==> config.mk <==
export PLATFORM = sky130hd
export DESIGN_NAME = wfifo_level
export DESIGN_NICKNAME = d
export VERILOG_FILES = /design/src/rtl/wfifo_level.sv
export SDC_FILE = /design/constraint.sdc
export NUM_CORES = 1
export LEC_CHECK = 0
export CAP_MARGIN = 20
export CORE_MARGIN = 4
export CORE_UTILIZATION = 46
export CTS_CLUSTER_DIAMETER = 200
export CTS_CLUSTER_SIZE = 12
export DETAILED_ROUTE_END_ITERATION = 12
export PLACE_DENSITY = 0.78
export SLEW_MARGIN = 20
export SYNTH_ARGS = -nofsm -noshare
export SYNTH_HDL_FRONTEND = slang
export SYNTH_SLANG_ARGS = --single-unit
==> constraint.sdc <==
create_clock -name wclk -period 2.92 [get_ports wclk]
set_input_delay 0.438 -clock wclk [delete_from_list [all_inputs] [get_ports wclk]]
set_output_delay 0.438 -clock wclk [all_outputs]
set_load 0.02 [all_outputs]
==> src/rtl/wfifo_level.sv <==
// rtl/wfifo_level.sv - write-domain status tracker for the async FIFO
// Synchronizes the Gray read pointer into wclk, derives occupancy/almost-full, and tracks dropped writes.
module wfifo_level #(
  parameter int ADDR_WIDTH  = 3,
  parameter int SYNC_STAGES = 2,
  parameter int AF_LEVEL    = (1 << ADDR_WIDTH) - 2
) (
  input  logic                  wclk,
  input  logic                  rst_n,
  input  logic [ADDR_WIDTH:0]   rptr,
  input  logic [ADDR_WIDTH:0]   wptr,
  input  logic                  winc,
  input  logic                  full,
  input  logic                  ovf_clr,
  output logic [ADDR_WIDTH:0]   rptr_sync,
  output logic [ADDR_WIDTH:0]   wlevel,
  output logic                  almost_full,
  output logic                  overflow,
  output logic [7:0]            drop_cnt
);

  localparam int PW = ADDR_WIDTH + 1;

  logic [SYNC_STAGES-1:0][PW-1:0] sync_q;
  logic [PW-1:0]                  rbin_s;
  logic [PW-1:0]                  wbin;
  logic [PW-1:0]                  diff;
  logic                           af_hit;
  logic                           drop;

  function automatic logic [PW-1:0] gray2bin(input logic [PW-1:0] g);
    logic [PW-1:0] b;
    b = '0;
    b[PW-1] = g[PW-1];
    for (int i = PW - 2; i >= 0; i--) begin
      b[i] = b[i+1] ^ g[i];
    end
    return b;
  endfunction

  // Plain flop chain: each Gray bit is sampled independently, only one bit changes at a time.
  always_ff @(posedge wclk or negedge rst_n) begin
    if (!rst_n) begin
      sync_q <= '0;
    end else begin
      sync_q <= {sync_q[SYNC_STAGES-2:0], rptr};
    end
  end

  assign rptr_sync = sync_q[SYNC_STAGES-1];
  assign rbin_s    = gray2bin(rptr_sync);
  assign wbin      = gray2bin(wptr);
  assign diff      = wbin - rbin_s;
  assign af_hit    = {{(32 - PW){1'b0}}, diff} >= AF_LEVEL;
  assign drop      = winc & full;

  always_ff @(posedge wclk or negedge rst_n) begin
    if (!rst_n) begin
      wlevel      <= '0;
      almost_full <= 1'b0;
    end else begin
      wlevel      <= diff;
      almost_full <= af_hit;
    end
  end

  // A drop coinciding with a clear wins, so no rejected write goes unrecorded.
  always_ff @(posedge wclk or negedge rst_n) begin
    if (!rst_n) begin
      overflow <= 1'b0;
      drop_cnt <= 8'd0;
    end else begin
      overflow <= drop | (overflow & ~ovf_clr);
      if (ovf_clr) begin
        drop_cnt <= {7'd0, drop};
      end else if (drop && drop_cnt != 8'hFF) begin
        drop_cnt <= drop_cnt + 8'd1;
      end
    end
  end

endmodule
Word level (Yosys, flattened, before mapping)
Cells that the tools add are included.
Operators by class
  eq/ne operators: 1
  reduce and logical (&&, ||, !) cells: 2
  $lt $le $gt $ge: 1
  multiplexer cells: 2
  bitwise logic cells: 10
  add/sub/neg operators: 2
Operators with widths (number)
  two-way mux 8 bit: 2
  adder 8 x 1 -> 8 bit (second input constant): 1
  != test 8 bit (second input constant): 1
  bitwise XOR 1 bit: 6
  greater-or-equal comparator 4 x 3 -> 1 bit (second input constant): 1
  subtractor 4 bit: 1
  AND 1 bit: 2
  nonzero test 2 bit: 1
  logical AND 1 bit: 1
  inverter 1 bit: 1
  bitwise OR 1 bit: 1
Word-level totals
  word-level logic and storage cells: 24
  bits of input ports: 13
  register bits after elaboration: 22

Longest topological paths before layout
Gate-level depths: netlist of run 1.
  word-level depth: 5
  gate-level depth with buffers: 8
  depth with buffers taken out: 8

Worst setup path before layout of run 1
Ideal clock, no wire load.
  path kind: input -> register
  start point: in wptr[3]
  end point: reg almost_full
  path buffers: 0
  stages: 7
  arrival: 2117 ps
  setup time: 124 ps
  path slack: 679 ps
  path through: xor3_1 xnor2_1 ha_1 inv_1 maj3_2 a221o_1 a211o_1
Between the ends
  longest elaborated chain between the ends: 5
Ends and longest elaborated chain
  start: declaration: RTL line 11  | input logic [ADDR_WIDTH:0] wptr,
  bitwise XOR 1 bit (3 in a row): RTL line 36  | b[i] = b[i+1] ^ g[i];
  subtractor 4 bit *: RTL line 53  | assign diff = wbin - rbin_s;
  greater-or-equal comparator 4 x 3 -> 1 bit *: RTL line 54  | assign af_hit = {{(32 - PW){1'b0}}, diff} >= AF_LEVEL;
  named net af_hit: RTL line 28  | logic af_hit;
  end signal: assignment: RTL line 63  | almost_full <= af_hit;
  end: declaration: RTL line 17  | output logic almost_full,
Mark *: on every way through the listed nets, which the timed path passes. The rest lies on a longest branch.
A chain may end at the register's enable or synchronous reset.

Worst setup path after layout of run 1
Same ends and word-level chain as after synthesis.

==> impl_metrics.xml, run 1 <==
<?xml version="1.0" encoding="UTF-8"?>
<metrics>
  <group name="routing">
    <metric name="vias_per_cell" unit="">5.25</metric>
    <metric name="avgRoutedWirePerCell" unit="um">12.8</metric>
    <metric name="antenna_violating_nets_post_route" unit="">0</metric>
    <metric name="drc_errors" unit="">0</metric>
    <metric name="drt_first_iter_violations" unit="">21</metric>
    <metric name="wirelength" unit="mm">1.93</metric>
    <metric name="dr.pass1.iters" unit="">5</metric>
    <metric name="vias" unit="">793</metric>
  </group>
  <group name="power_and_ir_drop">
    <metric name="cellLeakagePower" unit="nW">0.592</metric>
    <metric name="worst_voltage_drop_across_the_vdd_grid" unit="uV">349</metric>
    <metric name="p_total" unit="uW">846</metric>
    <metric name="power_density" unit="nW/um^2">598</metric>
  </group>
  <group name="setup_path">
    <metric name="cp-end-kind" unit="">register</metric>
    <metric name="cp_arrival" unit="ps">2690</metric>
    <metric name="worst-setup-path-type" unit="">input port to register</metric>
    <metric name="path_buf_inv" unit="">2</metric>
    <metric name="worst_path_max_fanout" unit="">4</metric>
    <metric name="max_stage_delay" unit="ps">490</metric>
    <metric name="critical_path.top_delay_family" unit="">XOR/XNOR gates</metric>
    <metric name="crit_path_start_kind" unit="">input port</metric>
    <metric name="critical_path_required" unit="ps">3140</metric>
    <metric name="cp_slowest_cell" unit="">sky130_fd_sc_hd__xor3_1</metric>
    <metric name="timing.critical_path.cells" unit="">clkdlybuf4s50_1, xor3_1, xnor2_1, ha_1, inv_1, maj3_2, a221o_1, a211o_1</metric>
  </group>
  <group name="yosys">
    <metric name="synth_area" unit="um^2">1060</metric>
    <metric name="synthDominantCellAreaShare" unit="%">52.1</metric>
    <metric name="ys_async_sr_fraction" unit="%">100</metric>
    <metric name="syn_inst" unit="">94</metric>
    <metric name="synth.most_common_cell" unit="">sky130_fd_sc_hd__dfrtp_1</metric>
    <metric name="yosysSeqAreaShare" unit="%">52.1</metric>
    <metric name="ys.flop_type" unit="">sky130_fd_sc_hd__dfrtp_1</metric>
    <metric name="synthTopCellsByCount" unit="">22 x sky130_fd_sc_hd__dfrtp_1, 10 x sky130_fd_sc_hd__nor2_1, 8 x sky130_fd_sc_hd__xnor2_1</metric>
    <metric name="netlist_top_cells_area" unit="">sky130_fd_sc_hd__dfrtp_1 52%, sky130_fd_sc_hd__xnor2_1 6.6%, sky130_fd_sc_hd__ha_1 4.7%</metric>
    <metric name="yosys_warnings" unit="">0</metric>
    <metric name="yosys.cell_types.count" unit="">31</metric>
    <metric name="syn_area_per_cell" unit="um^2">11.2</metric>
    <metric name="yosys.area.top_type" unit="">sky130_fd_sc_hd__dfrtp_1</metric>
    <metric name="number_of_enable_type_register_cells_in_the_synthesized_netlist" unit="">0</metric>
    <metric name="synth-seq-cells" unit="">22</metric>
    <metric name="synth_fp_nets" unit="">111</metric>
  </group>
  <group name="global_route">
    <metric name="grt_pass1_vias" unit="">776</metric>
    <metric name="antenna_found_initial" unit="">0</metric>
    <metric name="globalRoute.totalOverflow" unit="">0</metric>
    <metric name="grt_usage" unit="%">14.2</metric>
    <metric name="grt_max_degree" unit="">23</metric>
    <metric name="grt_first_pass_wirelength" unit="mm">3.48</metric>
  </group>
  <group name="cts">
    <metric name="tritoncts" unit="">done</metric>
    <metric name="cts_repair_resize_count" unit="">0</metric>
    <metric name="clk_transition_reported_paths" unit="ps">120</metric>
    <metric name="post_cts_hold_buffer_count" unit="">0</metric>
    <metric name="cts_num_sinks" unit="">22</metric>
    <metric name="clk_latency" unit="ps">310</metric>
    <metric name="cts_buffers" unit="">3</metric>
    <metric name="post_cts.repair.setup_buffers" unit="">0</metric>
    <metric name="cts_htree_levels" unit="">1</metric>
    <metric name="bufs_on_longest_clock_path" unit="">2</metric>
    <metric name="cts.root.buffer_cell" unit="">sky130_fd_sc_hd__clkbuf_4</metric>
  </group>
  <group name="cells_and_area">
    <metric name="finalNetCount" unit="">141</metric>
    <metric name="post_layout_utilization_of_the_core" unit="%">64.6</metric>
    <metric name="area_delta_synth_final" unit="%">33.8</metric>
    <metric name="stdcell_count" unit="">151</metric>
    <metric name="n_antenna_cell" unit="">0</metric>
    <metric name="drive_above_1_share" unit="%">6.50</metric>
  </group>
  <group name="floorplan">
    <metric name="die_area" unit="um^2">3130</metric>
    <metric name="io_pins" unit="">31</metric>
    <metric name="row_count" unit="">17</metric>
    <metric name="die_h" unit="um">55.9</metric>
    <metric name="die_width" unit="um">55.9</metric>
    <metric name="core_area" unit="um^2">2190</metric>
    <metric name="initial_utilization" unit="%">48.3</metric>
  </group>
  <group name="timing">
    <metric name="setup_viol" unit="">0</metric>
    <metric name="slew_headroom" unit="%">38.7</metric>
    <metric name="slew_violations" unit="">0</metric>
    <metric name="clock_skew" unit="ps">2.51</metric>
    <metric name="max_clock_freq" unit="MHz">404</metric>
    <metric name="final-hold-violation-count" unit="">0</metric>
    <metric name="setup_repair_after_global_routing_missed_its_margin" unit="">no</metric>
    <metric name="period_share" unit="%">84.7</metric>
    <metric name="hold-worst-slack" unit="ps">361</metric>
    <metric name="post-route-min-period" unit="ps">2470</metric>
    <metric name="worstMarginPinSlew" unit="ps">917</metric>
    <metric name="totalNegativeSetupSlack" unit="ps">0</metric>
  </group>
  <group name="min_path">
    <metric name="holdCritPathClass" unit="">register to register</metric>
  </group>
  <group name="outcome">
    <metric name="run_status" unit="">completed</metric>
  </group>
  <group name="placement">
    <metric name="numPlacedInstances" unit="">147</metric>
    <metric name="place.port_buffers" unit="">30</metric>
    <metric name="hpwl_after_detailed_placement" unit="mm">1.46</metric>
    <metric name="routabilityCongestion" unit="">0.769</metric>
  </group>
  <group name="flow_run">
    <metric name="drv.max_cap_violation_count" unit="">0</metric>
  </group>
</metrics>
## worst paths after layout
kind,start,endpoint,slack [ps],cells past startpoint
worst max-delay path,wptr[3],almost_full$_DFF_PN0_,450,8
worst min-delay path,sync_q[0]$_DFF_PN0_,rptr_sync[0]$_DFF_PN0_,360,0
worst max register to register,rptr_sync[3]$_DFF_PN0_,almost_full$_DFF_PN0_,620,7
worst min register to register,sync_q[0]$_DFF_PN0_,rptr_sync[0]$_DFF_PN0_,360,0
max in group asynchronous,rst_n,drop_cnt[3]$_DFFE_PN0P_,1740,1
min in group asynchronous,rst_n,wlevel[3]$_DFF_PN0_,620,1
## flip-flops by register name, indices dropped and copies added (netlist names)
register	count
almost_full	1
drop_cnt	8
rptr_sync	4
sync_q	4
wlevel	4
overflow	1
## final cells by class
cell class / instances / area [um^2]
fillers: 166 / 776
flip-flops and latches: 22 / 551
multi-input cells: 60 / 447
repair buffers: 31 / 308
well taps: 28 / 35.0
clock inverters: 1 / 30.0
clock buffers: 3 / 22.5
inverters: 6 / 22.5
## metrics by stage
stage	instance area (um^2)	setup slack (ps)
after floorplan	1060	679
after global placement	1360	140
after detailed placement	1360	90.5
after CTS	1420	446
after global routing	1420	317
final	1420	446
## logic make-up after synthesis
family	share of synthesized area [%]
xor+xnor	12.8
fa+ha+maj	5.80
mux	2.01
buf+inv	5.68
flops	52.1
compound gates	8.05
simple gates	13.6
## routing by layer
| metal | global-route usage, % | wire length [um] |
|---|---|---|
| met5 | 0 | 0 |
| met4 | 9.15 | 75 |
| met3 | 3.25 | 144 |
| met2 | 23.3 | 954 |
| met1 | 16.6 | 752 |
## cell usage in the layout, fill, tap and decap left out, types with 2 or more instances in the layout
master and instances:
sky130_fd_sc_hd__nor3_1 2, sky130_fd_sc_hd__nor2_1 10, sky130_fd_sc_hd__nor2b_1 3, sky130_fd_sc_hd__nand2_1 3, sky130_fd_sc_hd__a21oi_1 2, sky130_fd_sc_hd__a211oi_1 2, sky130_fd_sc_hd__clkbuf_4 3, sky130_fd_sc_hd__clkdlybuf4s50_1 30
sky130_fd_sc_hd__a31oi_1 2, sky130_fd_sc_hd__ha_1 4, sky130_fd_sc_hd__dfrtp_1 22, sky130_fd_sc_hd__inv_1 6, sky130_fd_sc_hd__xor2_1 2, sky130_fd_sc_hd__nor4_1 2, sky130_fd_sc_hd__xnor2_1 8, sky130_fd_sc_hd__nand3_1 5
## worst register-to-register path, cell delays in order (launching register included)
cell                      delay (ps)
sky130_fd_sc_hd__dfrtp_1         430
sky130_fd_sc_hd__xnor3_2         500
sky130_fd_sc_hd__xnor2_1         160
sky130_fd_sc_hd__ha_1            160
sky130_fd_sc_hd__inv_1            50
sky130_fd_sc_hd__maj3_2          320
sky130_fd_sc_hd__a221o_1         320
sky130_fd_sc_hd__a211o_1         260
## power breakdown
| part | internal [mW] | switching (mW) | leakage, nW |
|---|---|---|---|
| registers | 0.344 | 0.0147 | 0.273 |
| clock network | 0.139 | 0.0936 | 0.0279 |
| logic | 0.131 | 0.124 | 0.290 |
| total | 0.614 | 0.232 | 0.592 |
Note: power is estimated with default switching activity, not from simulation.
==> inputs of run 2 (changes only) <==
Settings changed: CORE_UTILIZATION 46 to 41, PLACE_DENSITY 0.78 to 0.74.
Clock period 2.92 ns to 2 ns, I/O delays scaled along.
==> impl_metrics.xml, run 2 (synthesized netlist as in run 1, its figures left out) <==
<?xml version="1.0" encoding="UTF-8"?>
<metrics>
  <group name="cells_and_area">
    <metric name="max_flop_register" unit="">drop_cnt</metric>
    <metric name="n_antenna_cell" unit="">0</metric>
    <metric name="multiInputGateArea" unit="um^2">484</metric>
    <metric name="final_cell_mix" unit="">27 x sky130_fd_sc_hd__clkdlybuf4s50_1, 22 x sky130_fd_sc_hd__dfrtp_1, 18 x sky130_fd_sc_hd__buf_4</metric>
    <metric name="largest_register_ffs" unit="">8</metric>
    <metric name="fill_cells" unit="">217</metric>
    <metric name="area.sequential" unit="um^2">551</metric>
    <metric name="drive_above_1_share" unit="%">22.1</metric>
    <metric name="area_delta_synth_final" unit="%">47.8</metric>
    <metric name="finalNetCount" unit="">158</metric>
    <metric name="final_common_cell" unit="">sky130_fd_sc_hd__clkdlybuf4s50_1</metric>
  </group>
  <group name="placement">
    <metric name="place_worst_setup_slack" unit="ps">-688</metric>
    <metric name="place.port_buffers" unit="">30</metric>
    <metric name="routabilityCongestion" unit="">0.822</metric>
    <metric name="hpwl_after_detailed_placement" unit="mm">1.65</metric>
  </group>
  <group name="global_route">
    <metric name="grt_pass1_vias" unit="">901</metric>
    <metric name="groute.layer.met1.usage" unit="%">19.1</metric>
    <metric name="grt_max_degree" unit="">23</metric>
    <metric name="grt_usage" unit="%">14.9</metric>
    <metric name="met2_usage" unit="%">25.4</metric>
    <metric name="grtUsageMet3" unit="%">2.85</metric>
    <metric name="most_used_routing_layer_in_global_routing" unit="">met2</metric>
    <metric name="grt_first_pass_wirelength" unit="mm">3.95</metric>
    <metric name="antenna_found_initial" unit="">0</metric>
    <metric name="globalRoute.totalOverflow" unit="">0</metric>
  </group>
  <group name="floorplan">
    <metric name="die_h" unit="um">58.8</metric>
    <metric name="io_pins" unit="">31</metric>
    <metric name="die_width" unit="um">58.8</metric>
    <metric name="die_area" unit="um^2">3460</metric>
    <metric name="core_area" unit="um^2">2480</metric>
    <metric name="initial_utilization" unit="%">42.7</metric>
    <metric name="row_count" unit="">18</metric>
  </group>
  <group name="power_and_ir_drop">
    <metric name="power.switching" unit="uW">376</metric>
    <metric name="cellLeakagePower" unit="nW">0.677</metric>
    <metric name="power_frac_clock" unit="%">19.3</metric>
    <metric name="p_total" unit="mW">1.26</metric>
    <metric name="power_frac_comb" unit="%">39.2</metric>
    <metric name="power_density" unit="nW/um^2">807</metric>
    <metric name="worst_voltage_drop_across_the_vdd_grid" unit="uV">636</metric>
    <metric name="sw_frac_of_total" unit="%">29.8</metric>
    <metric name="share_seq_of_total_power" unit="%">41.6</metric>
    <metric name="cellInternalPower" unit="uW">885</metric>
  </group>
  <group name="cts">
    <metric name="cts_htree_levels" unit="">1</metric>
    <metric name="bufs_on_longest_clock_path" unit="">2</metric>
    <metric name="post_cts_hold_buffer_count" unit="">0</metric>
    <metric name="clk_latency" unit="ps">300</metric>
    <metric name="cts_buffers" unit="">3</metric>
    <metric name="clk_transition_reported_paths" unit="ps">120</metric>
    <metric name="cts.root.buffer_cell" unit="">sky130_fd_sc_hd__clkbuf_4</metric>
    <metric name="cts_num_sinks" unit="">22</metric>
    <metric name="tritoncts" unit="">done</metric>
  </group>
  <group name="timing">
    <metric name="setup_repair_after_global_routing_missed_its_margin" unit="">yes</metric>
    <metric name="setup_viol" unit="">2</metric>
    <metric name="slew_violations" unit="">0</metric>
    <metric name="final.setup.worst_slack" unit="ps">-185</metric>
    <metric name="worstMarginPinSlew" unit="ps">402</metric>
    <metric name="max_clock_freq" unit="MHz">458</metric>
    <metric name="post-route-min-period" unit="ps">2190</metric>
    <metric name="clock_skew" unit="ps">0.752</metric>
    <metric name="slew_headroom" unit="%">73.1</metric>
    <metric name="period_share" unit="%">109</metric>
    <metric name="final-hold-violation-count" unit="">0</metric>
  </group>
  <group name="setup_path">
    <metric name="timing.critical_path.cells" unit="">xnor3_2, xnor2_2, ha_2, inv_2, maj3_2, a221o_1, a211o_1</metric>
    <metric name="reg2reg_from" unit="">rptr_sync[1]$_DFF_PN0_</metric>
    <metric name="cp-end-kind" unit="">register</metric>
    <metric name="critical_path.top_delay_family" unit="">XOR/XNOR gates</metric>
    <metric name="worst-setup-path-type" unit="">register to register</metric>
    <metric name="path_buf_inv" unit="">1</metric>
    <metric name="worst_path_max_fanout" unit="">2</metric>
    <metric name="timing.critical_path.from" unit="">rptr_sync[1]$_DFF_PN0_</metric>
    <metric name="crit_path_start_kind" unit="">register</metric>
    <metric name="cp_slowest_cell" unit="">sky130_fd_sc_hd__xnor3_2</metric>
    <metric name="critical_path_required" unit="ps">2190</metric>
    <metric name="cp_arrival" unit="ps">2380</metric>
    <metric name="r2r_slack" unit="ps">-190</metric>
    <metric name="max_stage_delay" unit="ps">460</metric>
  </group>
  <group name="routing">
    <metric name="drc_errors" unit="">0</metric>
    <metric name="antenna_violating_nets_post_route" unit="">0</metric>
    <metric name="vias" unit="">850</metric>
    <metric name="vias_per_cell" unit="">5.00</metric>
    <metric name="wirelength" unit="mm">2.30</metric>
    <metric name="dr.pass1.iters" unit="">4</metric>
    <metric name="avgRoutedWirePerCell" unit="um">13.5</metric>
    <metric name="drt_first_iter_violations" unit="">29</metric>
  </group>
  <group name="outcome">
    <metric name="run_status" unit="">finished with violations</metric>
    <metric name="failed_checks" unit="">setup timing</metric>
  </group>
  <group name="min_path">
    <metric name="holdCritPathClass" unit="">input port to asynchronous set/reset pin</metric>
  </group>
  <group name="flow_run">
    <metric name="drv.max_cap_violation_count" unit="">0</metric>
  </group>
</metrics>
## run 2: through the flow
| stage | std cells | hold slack [ps] | cell area, um^2 | setup TNS (ps) | util (%) |
|---|---|---|---|---|---|
| detailed placement | 163 | 335 | 1470 | -1810 | 59.3 |
| global route | 170 | 350 | 1560 | -348 | 63.1 |
| finish | 170 | 340 | 1560 | -215 | 63.1 |
| CTS | 168 | 347 | 1540 | -216 | 62.2 |
| global placement | 163 | 334 | 1470 | -1430 | 59.3 |
| floorplan | 94 | 4.41 | 1060 | -143 | - |
## run 2: final cells by class
type | instances | share of cell area (%)
clock buffers | 4 | 2.32
inverters | 6 | 1.44
multi-input cells | 60 | 31.0
flip-flops and latches | 22 | 35.2
well taps | 30 | 2.40
repair buffers | 48 | 27.6
## run 2: worst paths after layout
check                                          end  cells after the start
max reg2reg                  almost_full$_DFF_PN0_                      7
min in group wclk           rptr_sync[1]$_DFF_PN0_                      0
max in group asynchronous  drop_cnt[5]$_DFFE_PN0P_                      2
min                         rptr_sync[2]$_DFF_PN0_                      2
min reg2reg                 rptr_sync[1]$_DFF_PN0_                      0
max                          almost_full$_DFF_PN0_                      7
## run 2: worst register-to-register path, cell delays in order, from the launching register on
cell and delay [ps]:
sky130_fd_sc_hd__dfrtp_1 370, sky130_fd_sc_hd__xnor3_2 460, sky130_fd_sc_hd__xnor2_2 150, sky130_fd_sc_hd__ha_2 190, sky130_fd_sc_hd__inv_2 40, sky130_fd_sc_hd__maj3_2 300, sky130_fd_sc_hd__a221o_1 330, sky130_fd_sc_hd__a211o_1 250
## run 2: metal layers
metal,vias up,part of all wire [%]
met5,-,0
met1,412,43
met4,0,0
li1,412,-
met3,0,6.1
met2,26,51
## run 2: timing repair
action                                  4_1_cts  5_1_grt
pin swaps                                     5        4
endpoints found under the setup margin        3        3
gates resized for setup                      10        1
gates cloned                                  0        0
setup buffers                                 1        2
## run 2: power by group through the flow
stage / Combinational (mW) / Sequential [mW] / Clock [mW]
3_5_place_dp: 0.439 / 0.534 / 0
3_3_place_gp: 0.424 / 0.531 / 0
6_report: 0.494 / 0.524 / 0.243
4_1_cts: 0.480 / 0.526 / 0.250
2_1_floorplan: 0.142 / 0.599 / 0
5_1_grt: 0.522 / 0.533 / 0.275
